## src/rtl/maxnet_sweep_sched_if.sv

```systemverilog
// -----------------------------------------------------------------------------
// maxnet_sweep_sched_if
// Handshake and control bundle between the Maxnet sweep scheduler and its
// surroundings (top-level start/finish, PLU, activation/epsilon registers).
//
// Parameters:
//   IDX_W   neuron index width
//   ITER_W  iteration counter width
//
// Signals:
//   start        begin a run (sampled only when the scheduler is idle)
//   plu_done     PLU result ready, one-cycle pulse
//   nz_flag      PLU result non-zero, qualified by plu_done
//   start_plu    one-cycle PLU launch pulse
//   neuron_idx   neuron being processed / written
//   we_a_reg     load external inputs into the activation registers
//   eps_reg_we   load the epsilon register
//   mux_sel      1 = activations from external port, 0 = from PLU
//   we_prim      write PLU result into the shadow slot at neuron_idx
//   commit       copy shadow activations to primary
//   busy         scheduler is not idle
//   finish       one-cycle completion pulse
//   winner_valid run ended with exactly one survivor
//   winner_idx   survivor index (valid with winner_valid)
//   iter_count   sweeps completed in the current or last run
//   err          timeout or watchdog abort
//
// Modports: slave = scheduler side, master = environment side.
// -----------------------------------------------------------------------------
interface maxnet_sweep_sched_if #(
  parameter int IDX_W  = 2,
  parameter int ITER_W = 6
);
  logic              start;
  logic              plu_done;
  logic              nz_flag;
  logic              start_plu;
  logic [IDX_W-1:0]  neuron_idx;
  logic              we_a_reg;
  logic              eps_reg_we;
  logic              mux_sel;
  logic              we_prim;
  logic              commit;
  logic              busy;
  logic              finish;
  logic              winner_valid;
  logic [IDX_W-1:0]  winner_idx;
  logic [ITER_W-1:0] iter_count;
  logic              err;

  modport slave (
    input  start, plu_done, nz_flag,
    output start_plu, neuron_idx, we_a_reg, eps_reg_we, mux_sel, we_prim,
           commit, busy, finish, winner_valid, winner_idx, iter_count, err
  );

  modport master (
    output start, plu_done, nz_flag,
    input  start_plu, neuron_idx, we_a_reg, eps_reg_we, mux_sel, we_prim,
           commit, busy, finish, winner_valid, winner_idx, iter_count, err
  );
endinterface

```

## src/rtl/maxnet_sweep_sched.sv

```systemverilog
// -----------------------------------------------------------------------------
// maxnet_sweep_sched
// Time-multiplexes one shared PLU across NUM_NEURONS Maxnet neurons. Each
// sweep issues one PLU operation per neuron, writes the results into the
// shadow activation slots and then commits them. After every sweep the
// number of non-zero results decides: one survivor -> winner, none -> all
// suppressed, MAX_ITER sweeps reached -> err, otherwise sweep again.
//
// Optional feature (macro MAXNET_PLU_WATCHDOG_EN): a WAIT-state cycle counter
// aborts the run with err=1 (no commit) if the PLU stays silent for
// WD_CYCLES cycles. Without the macro WAIT waits indefinitely.
//
// Ports:
//   clk  system clock, rising edge
//   rst  asynchronous, active-low reset
//   bus  maxnet_sweep_sched_if.slave (handshake, strobes and status)
// -----------------------------------------------------------------------------
module maxnet_sweep_sched #(
  parameter int NUM_NEURONS = 4,
  parameter int IDX_W       = 2,
  parameter int MAX_ITER    = 32,
  parameter int ITER_W      = 6,
  parameter int WD_CYCLES   = 63
) (
  input  logic                 clk,
  input  logic                 rst,
  maxnet_sweep_sched_if.slave  bus
);

  if (NUM_NEURONS < 2 || (1 << IDX_W) < NUM_NEURONS ||
      MAX_ITER < 1 || (1 << ITER_W) <= MAX_ITER || WD_CYCLES < 1) begin : g_bad_params
    $error("maxnet_sweep_sched: inconsistent parameters");
  end

  typedef enum logic [2:0] {
    S_IDLE, S_LOAD, S_ISSUE, S_WAIT, S_WRITE, S_EVAL, S_DONE
  } state_t;

  localparam logic [IDX_W-1:0]  LAST_IDX = IDX_W'(NUM_NEURONS - 1);
  localparam logic [ITER_W-1:0] ITER_MAX = ITER_W'(MAX_ITER);

  state_t            state_q, state_d;
  logic [IDX_W-1:0]  idx_q, idx_d;
  logic [IDX_W-1:0]  last_nz_q, last_nz_d;
  logic [1:0]        nz_cnt_q, nz_cnt_d;     // saturates at 2: only 0, 1, >=2 matter
  logic [ITER_W-1:0] iter_q, iter_d;
  logic [ITER_W-1:0] iter_inc;
  logic              winner_valid_q, winner_valid_d;
  logic [IDX_W-1:0]  winner_idx_q, winner_idx_d;
  logic              err_q, err_d;

`ifdef MAXNET_PLU_WATCHDOG_EN
  localparam int WD_W = $clog2(WD_CYCLES + 1);
  logic [WD_W-1:0] wd_q, wd_d;
`endif

  always_ff @(posedge clk or negedge rst) begin
    if (!rst) begin
      state_q        <= S_IDLE;
      idx_q          <= '0;
      last_nz_q      <= '0;
      nz_cnt_q       <= '0;
      iter_q         <= '0;
      winner_valid_q <= 1'b0;
      winner_idx_q   <= '0;
      err_q          <= 1'b0;
`ifdef MAXNET_PLU_WATCHDOG_EN
      wd_q           <= '0;
`endif
    end else begin
      // NOTE: non-blocking assignments so every register samples the
      // pre-edge values computed by the combinational block.
      state_q        <= state_d;
      idx_q          <= idx_d;
      last_nz_q      <= last_nz_d;
      nz_cnt_q       <= nz_cnt_d;
      iter_q         <= iter_d;
      winner_valid_q <= winner_valid_d;
      winner_idx_q   <= winner_idx_d;
      err_q          <= err_d;
`ifdef MAXNET_PLU_WATCHDOG_EN
      wd_q           <= wd_d;
`endif
    end
  end

  assign iter_inc = (iter_q == ITER_MAX) ? iter_q : iter_q + 1'b1;

  always_comb begin
    // NOTE: every target gets a hold-value default first, so no path through
    // the case statement can leave one unassigned and infer a latch.
    state_d        = state_q;
    idx_d          = idx_q;
    last_nz_d      = last_nz_q;
    nz_cnt_d       = nz_cnt_q;
    iter_d         = iter_q;
    winner_valid_d = winner_valid_q;
    winner_idx_d   = winner_idx_q;
    err_d          = err_q;
`ifdef MAXNET_PLU_WATCHDOG_EN
    wd_d           = wd_q;
`endif

    unique case (state_q)
      S_IDLE: begin
        if (bus.start) begin
          state_d        = S_LOAD;
          iter_d         = '0;
          err_d          = 1'b0;
          winner_valid_d = 1'b0;
          nz_cnt_d       = '0;
        end
      end
      S_LOAD: begin
        idx_d   = '0;
        state_d = S_ISSUE;
      end
      S_ISSUE: begin
`ifdef MAXNET_PLU_WATCHDOG_EN
        wd_d    = '0;
`endif
        state_d = S_WAIT;
      end
      S_WAIT: begin
        if (bus.plu_done) begin
          if (bus.nz_flag) begin
            nz_cnt_d  = (nz_cnt_q == 2'd2) ? 2'd2 : nz_cnt_q + 2'd1;
            last_nz_d = idx_q;
          end
          state_d = S_WRITE;
        end
`ifdef MAXNET_PLU_WATCHDOG_EN
        else if (wd_q == WD_W'(WD_CYCLES - 1)) begin
          // PLU is silent: abort without committing; iter_count is kept.
          err_d          = 1'b1;
          winner_valid_d = 1'b0;
          state_d        = S_DONE;
        end else begin
          wd_d = wd_q + 1'b1;
        end
`endif
      end
      S_WRITE: begin
        if (idx_q == LAST_IDX) begin
          state_d = S_EVAL;
        end else begin
          idx_d   = idx_q + 1'b1;
          state_d = S_ISSUE;
        end
      end
      S_EVAL: begin
        iter_d = iter_inc;
        if (nz_cnt_q == 2'd1) begin
          winner_valid_d = 1'b1;
          winner_idx_d   = last_nz_q;
          state_d        = S_DONE;
        end else if (nz_cnt_q == 2'd0) begin
          winner_valid_d = 1'b0;
          err_d          = 1'b0;
          state_d        = S_DONE;
        end else if (iter_inc == ITER_MAX) begin
          err_d   = 1'b1;
          state_d = S_DONE;
        end else begin
          nz_cnt_d = '0;
          idx_d    = '0;
          state_d  = S_ISSUE;
        end
      end
      S_DONE: state_d = S_IDLE;
      default: state_d = S_IDLE;
    endcase
  end

  // Moore strobes: decoded from the current state only.
  assign bus.we_a_reg     = (state_q == S_LOAD);
  assign bus.eps_reg_we   = (state_q == S_LOAD);
  assign bus.mux_sel      = (state_q == S_LOAD);
  assign bus.we_prim      = (state_q == S_LOAD) || (state_q == S_WRITE);
  assign bus.start_plu    = (state_q == S_ISSUE);
  assign bus.commit       = (state_q == S_EVAL);
  assign bus.finish       = (state_q == S_DONE);
  assign bus.busy         = (state_q != S_IDLE);
  assign bus.neuron_idx   = idx_q;
  assign bus.winner_valid = winner_valid_q;
  assign bus.winner_idx   = winner_idx_q;
  assign bus.iter_count   = iter_q;
  assign bus.err          = err_q;

endmodule

```

## src/flat_wrapper.sv

```systemverilog
// flat-port wrapper written by rule: the top's interface ports become plain ports
module maxnet_sweep_sched_flat 
#(
  parameter int NUM_NEURONS = 4,
  parameter int IDX_W       = 2,
  parameter int MAX_ITER    = 32,
  parameter int ITER_W      = 6,
  parameter int WD_CYCLES   = 63
)
  (clk, rst, bus_start, bus_plu_done, bus_nz_flag, bus_start_plu, bus_neuron_idx, bus_we_a_reg, bus_eps_reg_we, bus_mux_sel, bus_we_prim, bus_commit, bus_busy, bus_finish, bus_winner_valid, bus_winner_idx, bus_iter_count, bus_err);
  maxnet_sweep_sched_if #(.IDX_W(IDX_W), .ITER_W(ITER_W)) bus_i ();
  input  logic clk;
  input  logic rst;
  input wire logic [$bits(bus_i.start)-1:0] bus_start;
  input wire logic [$bits(bus_i.plu_done)-1:0] bus_plu_done;
  input wire logic [$bits(bus_i.nz_flag)-1:0] bus_nz_flag;
  output wire logic [$bits(bus_i.start_plu)-1:0] bus_start_plu;
  output wire logic [$bits(bus_i.neuron_idx)-1:0] bus_neuron_idx;
  output wire logic [$bits(bus_i.we_a_reg)-1:0] bus_we_a_reg;
  output wire logic [$bits(bus_i.eps_reg_we)-1:0] bus_eps_reg_we;
  output wire logic [$bits(bus_i.mux_sel)-1:0] bus_mux_sel;
  output wire logic [$bits(bus_i.we_prim)-1:0] bus_we_prim;
  output wire logic [$bits(bus_i.commit)-1:0] bus_commit;
  output wire logic [$bits(bus_i.busy)-1:0] bus_busy;
  output wire logic [$bits(bus_i.finish)-1:0] bus_finish;
  output wire logic [$bits(bus_i.winner_valid)-1:0] bus_winner_valid;
  output wire logic [$bits(bus_i.winner_idx)-1:0] bus_winner_idx;
  output wire logic [$bits(bus_i.iter_count)-1:0] bus_iter_count;
  output wire logic [$bits(bus_i.err)-1:0] bus_err;
  assign bus_i.start = bus_start;
  assign bus_i.plu_done = bus_plu_done;
  assign bus_i.nz_flag = bus_nz_flag;
  assign bus_start_plu = bus_i.start_plu;
  assign bus_neuron_idx = bus_i.neuron_idx;
  assign bus_we_a_reg = bus_i.we_a_reg;
  assign bus_eps_reg_we = bus_i.eps_reg_we;
  assign bus_mux_sel = bus_i.mux_sel;
  assign bus_we_prim = bus_i.we_prim;
  assign bus_commit = bus_i.commit;
  assign bus_busy = bus_i.busy;
  assign bus_finish = bus_i.finish;
  assign bus_winner_valid = bus_i.winner_valid;
  assign bus_winner_idx = bus_i.winner_idx;
  assign bus_iter_count = bus_i.iter_count;
  assign bus_err = bus_i.err;
  maxnet_sweep_sched #(.NUM_NEURONS(NUM_NEURONS), .IDX_W(IDX_W), .MAX_ITER(MAX_ITER), .ITER_W(ITER_W), .WD_CYCLES(WD_CYCLES)) u_core (.clk(clk), .rst(rst), .bus(bus_i));
endmodule
```

## config.mk

```make
export PLATFORM = sky130hd
export DESIGN_NAME = maxnet_sweep_sched_flat
export DESIGN_NICKNAME = d
export VERILOG_FILES = /design/src/rtl/maxnet_sweep_sched_if.sv /design/src/rtl/maxnet_sweep_sched.sv /design/src/flat_wrapper.sv
export SDC_FILE = /design/constraint.sdc
export NUM_CORES = 1
export LEC_CHECK = 0
export BUFFER_PORTS_ARGS = -buffer_cell sky130_fd_sc_hd__buf_2
export CAP_MARGIN = 20
export CORE_UTILIZATION = 35
export CTS_BUF_LIST = sky130_fd_sc_hd__clkbuf_8 sky130_fd_sc_hd__clkbuf_16
export DETAILED_ROUTE_END_ITERATION = 7
export MAX_ROUTING_LAYER = met4
export SLEW_MARGIN = 20
export SYNTH_ARGS = -nofsm -noshare
export SYNTH_HDL_FRONTEND = slang
export SYNTH_SLANG_ARGS = --single-unit
```

## constraint.sdc

```tcl
create_clock -name clk -period 2.45 [get_ports clk]
set_input_delay 0.245 -clock clk [delete_from_list [all_inputs] [get_ports clk]]
set_output_delay 0.245 -clock clk [all_outputs]
set_load 0.03 [all_outputs]
```

# Word level (Yosys, flattened, before mapping)

Cells that the tools add are included.

Register bits: 19
Output and inout port bits: 20

Add/subtract/negate cells: 3
Eq/ne operators: 20
Mux-type cells: 28
Reductions and logical operators: 15

Operators with widths:

| kind                | number |
|---|---|
| $mux 3              | 6 |
| $pmux 3 s6          | 1 |
| $mux 2              | 8 |
| $ne 2x2->1 const B  | 7 |
| $eq 6x6->1 const B  | 2 |
| $mux 6              | 2 |
| $pmux 2 s3          | 2 |
| $pmux 6 s2          | 1 |
| $eq 3x3->1 const B  | 3 |
| $reduce_bool 3->1   | 3 |
| $reduce_and 7->1    | 1 |
| $add 6x1->6 const B | 1 |
| $eq 3x2->1 const B  | 2 |
| $mux 1              | 6 |
| $ne 3x1->1 const B  | 2 |
| $reduce_and 2->1    | 3 |
| $reduce_and 3->1    | 2 |
| $reduce_and 5->1    | 1 |
| $add 2x1->2 const B | 2 |
| $eq 2x2->1 const B  | 2 |
| $pmux 1 s2          | 2 |
| $reduce_and 4->1    | 1 |
| $eq 3x1->1 const B  | 1 |
| $logic_not 3->1     | 1 |
| other kinds (4)     | 4 |

# Depth between registers and ports, before layout

Gate-level depths: netlist of the first run.

Depth in word-level cells: 7
Gate-level depth with buffers: 7
Depth with buffers taken out: 7

# Worst setup path before layout of the first run

Ideal clock, no wire load.

Path type: register to output
Start point: reg u_core.state_q[0]
End point: out bus_mux_sel
Arrival: 1919 ps
Setup slack: 286 ps
Stages on the path, launching flop included: 5
Path buffers: 3
Cell sequence: dfrtp_1 > buf_2 > buf_1 > nor3b_1 > buf_4

Word-level cells in the longest chain between the ends: 1

RTL lines:

| item                     | RTL line                 | text |
|---|---|---|
| start: declaration       | maxnet_sweep_sched.sv:42 | `state_t state_q, state_d;` |
| start signal: assignment | maxnet_sweep_sched.sv:73 | `state_q <= state_d;` |
| $eq 3x1->1               | --                       |  |
| end: declaration         | flat_wrapper.sv:21       | `output wire logic [$bits(bus_i.mux_sel)-1:0] bus_mux_sel;` |

No other way between the ends.

# Worst setup path in the final report of the first run

Start point: reg u_core.state_q[0]
End point: out bus_commit

Word-level cells in the longest chain between the ends: 1

RTL lines:

| item             | RTL line                  | text |
|---|---|---|
| $eq 3x3->1       | maxnet_sweep_sched.sv:181 | `assign bus.commit = (state_q == S_EVAL);` |
| end: declaration | flat_wrapper.sv:23        | `output wire logic [$bits(bus_i.commit)-1:0] bus_commit;` |

No other way between the ends.

==> results of run 1 <==
## cell families after synthesis
logic type               after synthesis  share of synthesized area
AND/OR/NAND/NOR                       58                     0.2659
buffers and inverters                 13                    0.04732
multiplexers                           5                    0.04431
adder cells (fa/ha/maj)                6                    0.06042
AO/OA/AOI/OAI                         34                     0.1783
XOR/XNOR                               3                    0.02115
flip-flops                            19                     0.3827
## report_power, final
group	switching, mW	internal (mW)
Sequential	0.132	0.393
Clock	0.108	0.113
Combinational	0.538	0.301
Total	0.777	0.808
## through the flow
stage                     utilization  std cells  power (mW)  setup slack, ps
after global routing           0.4342        209       1.734            380.5
after floorplan                     -        138       1.193            285.7
after detailed placement       0.4174        204       1.374            560.3
after CTS                      0.4342        209       1.600            518.3
after global placement         0.4174        204       1.359            601.5
final                          0.4342        209       1.585            528.8
## worst min-delay path, delay by kind of cell
kind	cells	cell delay, ps
buf+inv	1	90
simple gates	3	210
## routing by layer
metal | up-vias | wire length [um] | global-route usage
li1 | 528 | - | -
met1 | 499 | 1196 | 0.2167
met2 | 16 | 1289 | 0.2304
met3 | 2 | 85 | 0.01891
met4 | 0 | 12 | 0.06984
met5 | - | 0 | -
## cells in the final DEF, fill, tap and decap left out, types with 2 or more instances in the layout
cell	instances
dfrtp_1	19
a31oi_1	2
nor2_1	9
buf_2	24
nor3b_1	3
o21ai_0	15
mux2_2	4
clkbuf_8	3
a22oi_1	2
a21oi_1	6
inv_1	6
clkinv_2	2
nand2_1	23
or4b_4	2
buf_4	2
xnor2_1	2
o21ai_1	2
nor3_1	3
nor2b_1	4
nand3_1	2
ha_1	6
## flip-flops by register name, indices dropped and copies added, names as in the netlist
signal and flops:
u_core.bus.iter_count 6, u_core.state_q 3, u_core.bus.neuron_idx 2, u_core.bus.winner_idx 2
u_core.last_nz_q 2, u_core.nz_cnt_q 2, u_core.bus.err 1, u_core.bus.winner_valid 1
## area by class of cell
type | instances | share of cell area
clock inverters | 1 | 0.003428
repair buffers | 27 | 0.09940
multi-input cells | 106 | 0.4850
well taps | 46 | 0.03942
inverters | 7 | 0.01885
clock buffers | 3 | 0.02828
flip-flops and latches | 19 | 0.3256
## final timing paths
kind | from | end | slack, ps | depth (start not counted)
min in group asynchronous | rst | u_core.nz_cnt_q[1] | 460 | 2
max in group asynchronous | rst | u_core.bus.err | 1690 | 2
worst min-delay path | bus_plu_done | u_core.state_q[1] | 330 | 4
worst max register to register | u_core.bus.iter_count[0] | u_core.bus.err | 530 | 6
worst max-delay path | u_core.state_q[0] | bus_commit | 530 | 3
worst min register to register | u_core.bus.winner_valid | u_core.bus.winner_valid | 480 | 2
==> flow_summary.toml, run 1 <==
[synthesis]
avgSynthCellArea_um2 = 9.003
synth_top_area_share = 0.3827
synth_nets = 149
yosys-top-cells-count = "23 x nand2_1, 19 x dfrtp_1, 15 x o21ai_0"
ys_seq_elements = 19
yosysMostFrequentCell = "nand2_1"
synthFlopType = "dfrtp_1"
synth_cell_type_count = 43
ys_warn_count = 0
syn_inst = 138
synth_top_area_cell = "dfrtp_1"
syn-cell-area_mm2 = 0.001242
yosysSeqAreaShare = 0.3827
synth-async-reset-ratio = 1.000
synthTopCellsByArea = "dfrtp_1 38%, nand2_1 6.9%, ha_1 6.0%"
synth-edff-count = 0

[critical_path]
critPathRequiredTime_ps = 2200
slowest_stage = "dfrtp_1"
critical_path_buf_inv_count = 2
start_kind = "flip-flop"
cpPeakStageDelay_ps = 650
critPathTopFamily = "flip-flops"
path_class = "reg2out"
crit_path_end_kind = "output port"
crit_fanout = 17
worstPathCellList = "nand3b_2 > clkinv_2 > buf_2"
critical_path_arrival_ps = 1680

[floorplan]
pin_count = 25
initial_utilization = 0.3694
core_area_mm2 = 0.003363
rows = 21
die_y_um = 61.58
die_area_mm2 = 0.003792
die_w_um = 61.58

[clock_network]
cts-root-buf = "clkbuf_8"
clk_pin_slew_worst_paths_ps = 80
numCtsBuffers = 3
cts_max_level = 1
cts-resized-gates = 0
clkSinkCount = 19
hold_buffers = 1
clock_path_buffers = 2
post_cts_buffers = 0
clk_latency_ps = 250
cts_tree = "done"

[timing]
min_period_ps = 1921
finalSetupViolations = 0
drv_slew = 0
slew_headroom = 0.6762
worst_pin_slew_ps = 485.7
post-route-period-util = 0.7842
fmax_mhz = 520.5
holdWs_ps = 326.5
skew_ps = 2.777
finalHoldViolations = 0
grt_setup_unrepaired = "false"
setup_tns_ps = 0

[finish]
nets = 175
fill_cells = 380
stdcell_area_mm2 = 0.001460
area_growth_pct = 17.52
num_antenna_cells = 0
drive_gt1_frac = 0.2883
regArea_um2 = 475.5
multiInputGateArea_um2 = 708.2

[pwr]
leakage_nw = 0.6967
ir_drop_v = 0.0003602
p_per_area_mw_per_mm2 = 1085

[global_routing]
antenna_found_initial = 0
grt_usage = 0.1572
grt_overflow = 0
grt_start_max_net_pins = 20
grt_pass1_wl_um = 4298
grt_pass1_vias = 935

[placement]
gp_congestion = 0.8251
hpwl_um = 1876
io_buffers = 24
place_area_mm2 = 0.001404

[route]
viasPerCell = 5.000
drt_first_pass_iters = 4
route.detailed.drc = 0
routed_wl_um = 2584
first_iter_violations = 48
routedWlPerCell_um = 12.36
vias = 1045
final_antenna_net_count = 0

[hold_path]
min_path_type = "in2reg"

[outcome]
status = "complete, no violations"

[job]
cap_viol_max_count = 0
Power figures use the tool's default switching activity.
==> run 2: changes to the inputs <==
==> constraint.sdc (replaced) <==
create_clock -name clk -period 1.7 [get_ports clk]
set_input_delay 0.17 -clock clk [delete_from_list [all_inputs] [get_ports clk]]
set_output_delay 0.17 -clock clk [all_outputs]
set_load 0.03 [all_outputs]
==> run 2 against run 1 <==
Compared with the run above:
- power is 61% higher
- sequential share of layout area is 3.3 points lower
- design area is 12% higher
- via count is 7.1% higher
- core utilization is 5.3 points higher
- worst setup slack worse by 560 ps
- flip-flop and latch count stayed put
- critical endpoint is now u_core.bus.err
- combinational power is 85% higher
- the flow now finishes with violations (negative setup slack)
- hold slack worse by 92 ps
- cell count is 8.1% higher
- critical path type is now reg2reg
- die area stayed put
==> flow_summary.toml, run 2 (same netlist as run 1, synthesis figures left out) <==
[outcome]
status = "complete, but fails checks"
violations = "negative setup slack"

[route]
final_antenna_net_count = 0
routed_wl_um = 2870
first_iter_violations = 44
viasPerCell = 4.951
route.detailed.drc = 0
vias = 1119
routedWlPerCell_um = 12.70
drt_first_pass_iters = 4

[pwr]
ir_drop_v = 0.0005151
p_total_mw = 2.552
leakage_nw = 0.7881
p_per_area_mw_per_mm2 = 1558

[global_routing]
antenna_found_initial = 0
grt_pass1_wl_um = 4767
grt_usage = 0.1800
grt_overflow = 0
grt_pass1_vias = 1053
grt_start_max_net_pins = 20

[clock_network]
numCtsBuffers = 3
clkSinkCount = 19
cts-root-buf = "clkbuf_8"
cts_tree = "done"
cts_max_level = 1
clk_latency_ps = 260
clk_pin_slew_worst_paths_ps = 70
clock_path_buffers = 2

[floorplan]
pin_count = 25
die_w_um = 61.58
core_area_mm2 = 0.003363
initial_utilization = 0.3694
die_y_um = 61.58
rows = 21
die_area_mm2 = 0.003792

[finish]
nets = 192
utilization = 0.4870
num_antenna_cells = 0
largest_register_ffs = 6
layout_commonest_cell = "buf_2"
area_growth_pct = 31.82
instances_no_fill = 226
drive_gt1_frac = 0.4056
fill_cells = 346
layout_common_cells = "24 x buf_2, 23 x nand2_1, 19 x buf_4"

[placement]
io_buffers = 24
gp_congestion = 0.7970
place_inst = 218
hpwl_um = 2187

[critical_path]
critPathRequiredTime_ps = 1880
crit_path_end_kind = "flip-flop"
critical_path_arrival_ps = 1910
crit_fanout = 5
path_class = "reg2reg"
start_kind = "flip-flop"

[timing]
setup_slack_ps = -27.62
slew_headroom = 0.7149
skew_ps = 1.979
post-route-period-util = 1.016
min_period_ps = 1728
grt_setup_unrepaired = "true"
setup_tns_ps = -27.62
worst_pin_slew_ps = 427.7
finalHoldViolations = 0
drv_slew = 0
fmax_mhz = 578.8
finalSetupViolations = 1

[job]
cap_viol_max_count = 0

[hold_path]
min_path_type = "in2reg"
run 2: changes by cell type in the layout (fill, tap and decap cells not counted), sizes merged:
cell,change
clkinv,-1
inv,+1
buf,+17
run 2: per-layer routing:
layer	wire [um]	GRT usage
met5	0	-
met4	53	0.08571
met3	57	0.02521
met2	1391	0.2842
met1	1368	0.2267
run 2: worst paths after layout:
kind	cells after the start	start	endpoint	slack [ps]
setup / recovery	6	u_core.bus.iter_count[1]	u_core.bus.err	-30
hold / removal	4	bus_plu_done	u_core.state_q[1]	230
setup reg to reg	6	u_core.bus.iter_count[1]	u_core.bus.err	-30
hold reg to reg	2	u_core.bus.winner_valid	u_core.bus.winner_valid	500
max in group asynchronous	2	rst	u_core.state_q[1]	1000
min in group asynchronous	2	rst	u_core.bus.winner_valid	370
run 2: final cells by class:
cell class                      count  area [um^2]  share of cell area
Timing Repair Buffer               44        272.8              0.1665
Sequential cell                    19        479.2              0.2926
Clock inverter                      1        3.754            0.002292
Clock buffer                        3        41.29             0.02521
Inverter                            7        27.53             0.01681
Multi-Input combinational cell    106        755.7              0.4614
Tap cell                           46        57.56             0.03514
run 2: through the flow:
stage                     cell area, um^2  hold slack (ps)  worst slack [ps]
after global routing                 1638            239.7            -92.98
after detailed placement             1548            139.6            -27.73
final                                1638            234.9            -27.62
after global placement               1548            134.8             7.116
after CTS                            1610            234.2            -33.93
after floorplan                      1281           -125.6            -91.50
run 2: worst max-delay path, cell delays in order (launching register included):
cell and delay, ps:
dfrtp_2 440, ha_4 170, and3_4 150, or4b_4 490
o21ai_4 90, nand3_4 120, o31ai_2 180
run 2: repair_timing:
action / in CTS / in global routing
setup endpoints to repair: 3 / 7
resized for setup: 0 / 3
hold buffers: 1 / 0
hold endpoints to repair: 19 / 0
setup buffers: 1 / 2
pin swaps: 1 / 2
run 2: report_power, final:
| group | switching [mW] | total, mW | internal [mW] | leakage (nW) |
|---|---|---|---|---|
| registers | 0.109 | 0.685 | 0.575 | 0.253 |
| clock network | 0.160 | 0.321 | 0.161 | 0.0269 |
| logic | 0.951 | 1.55 | 0.594 | 0.508 |
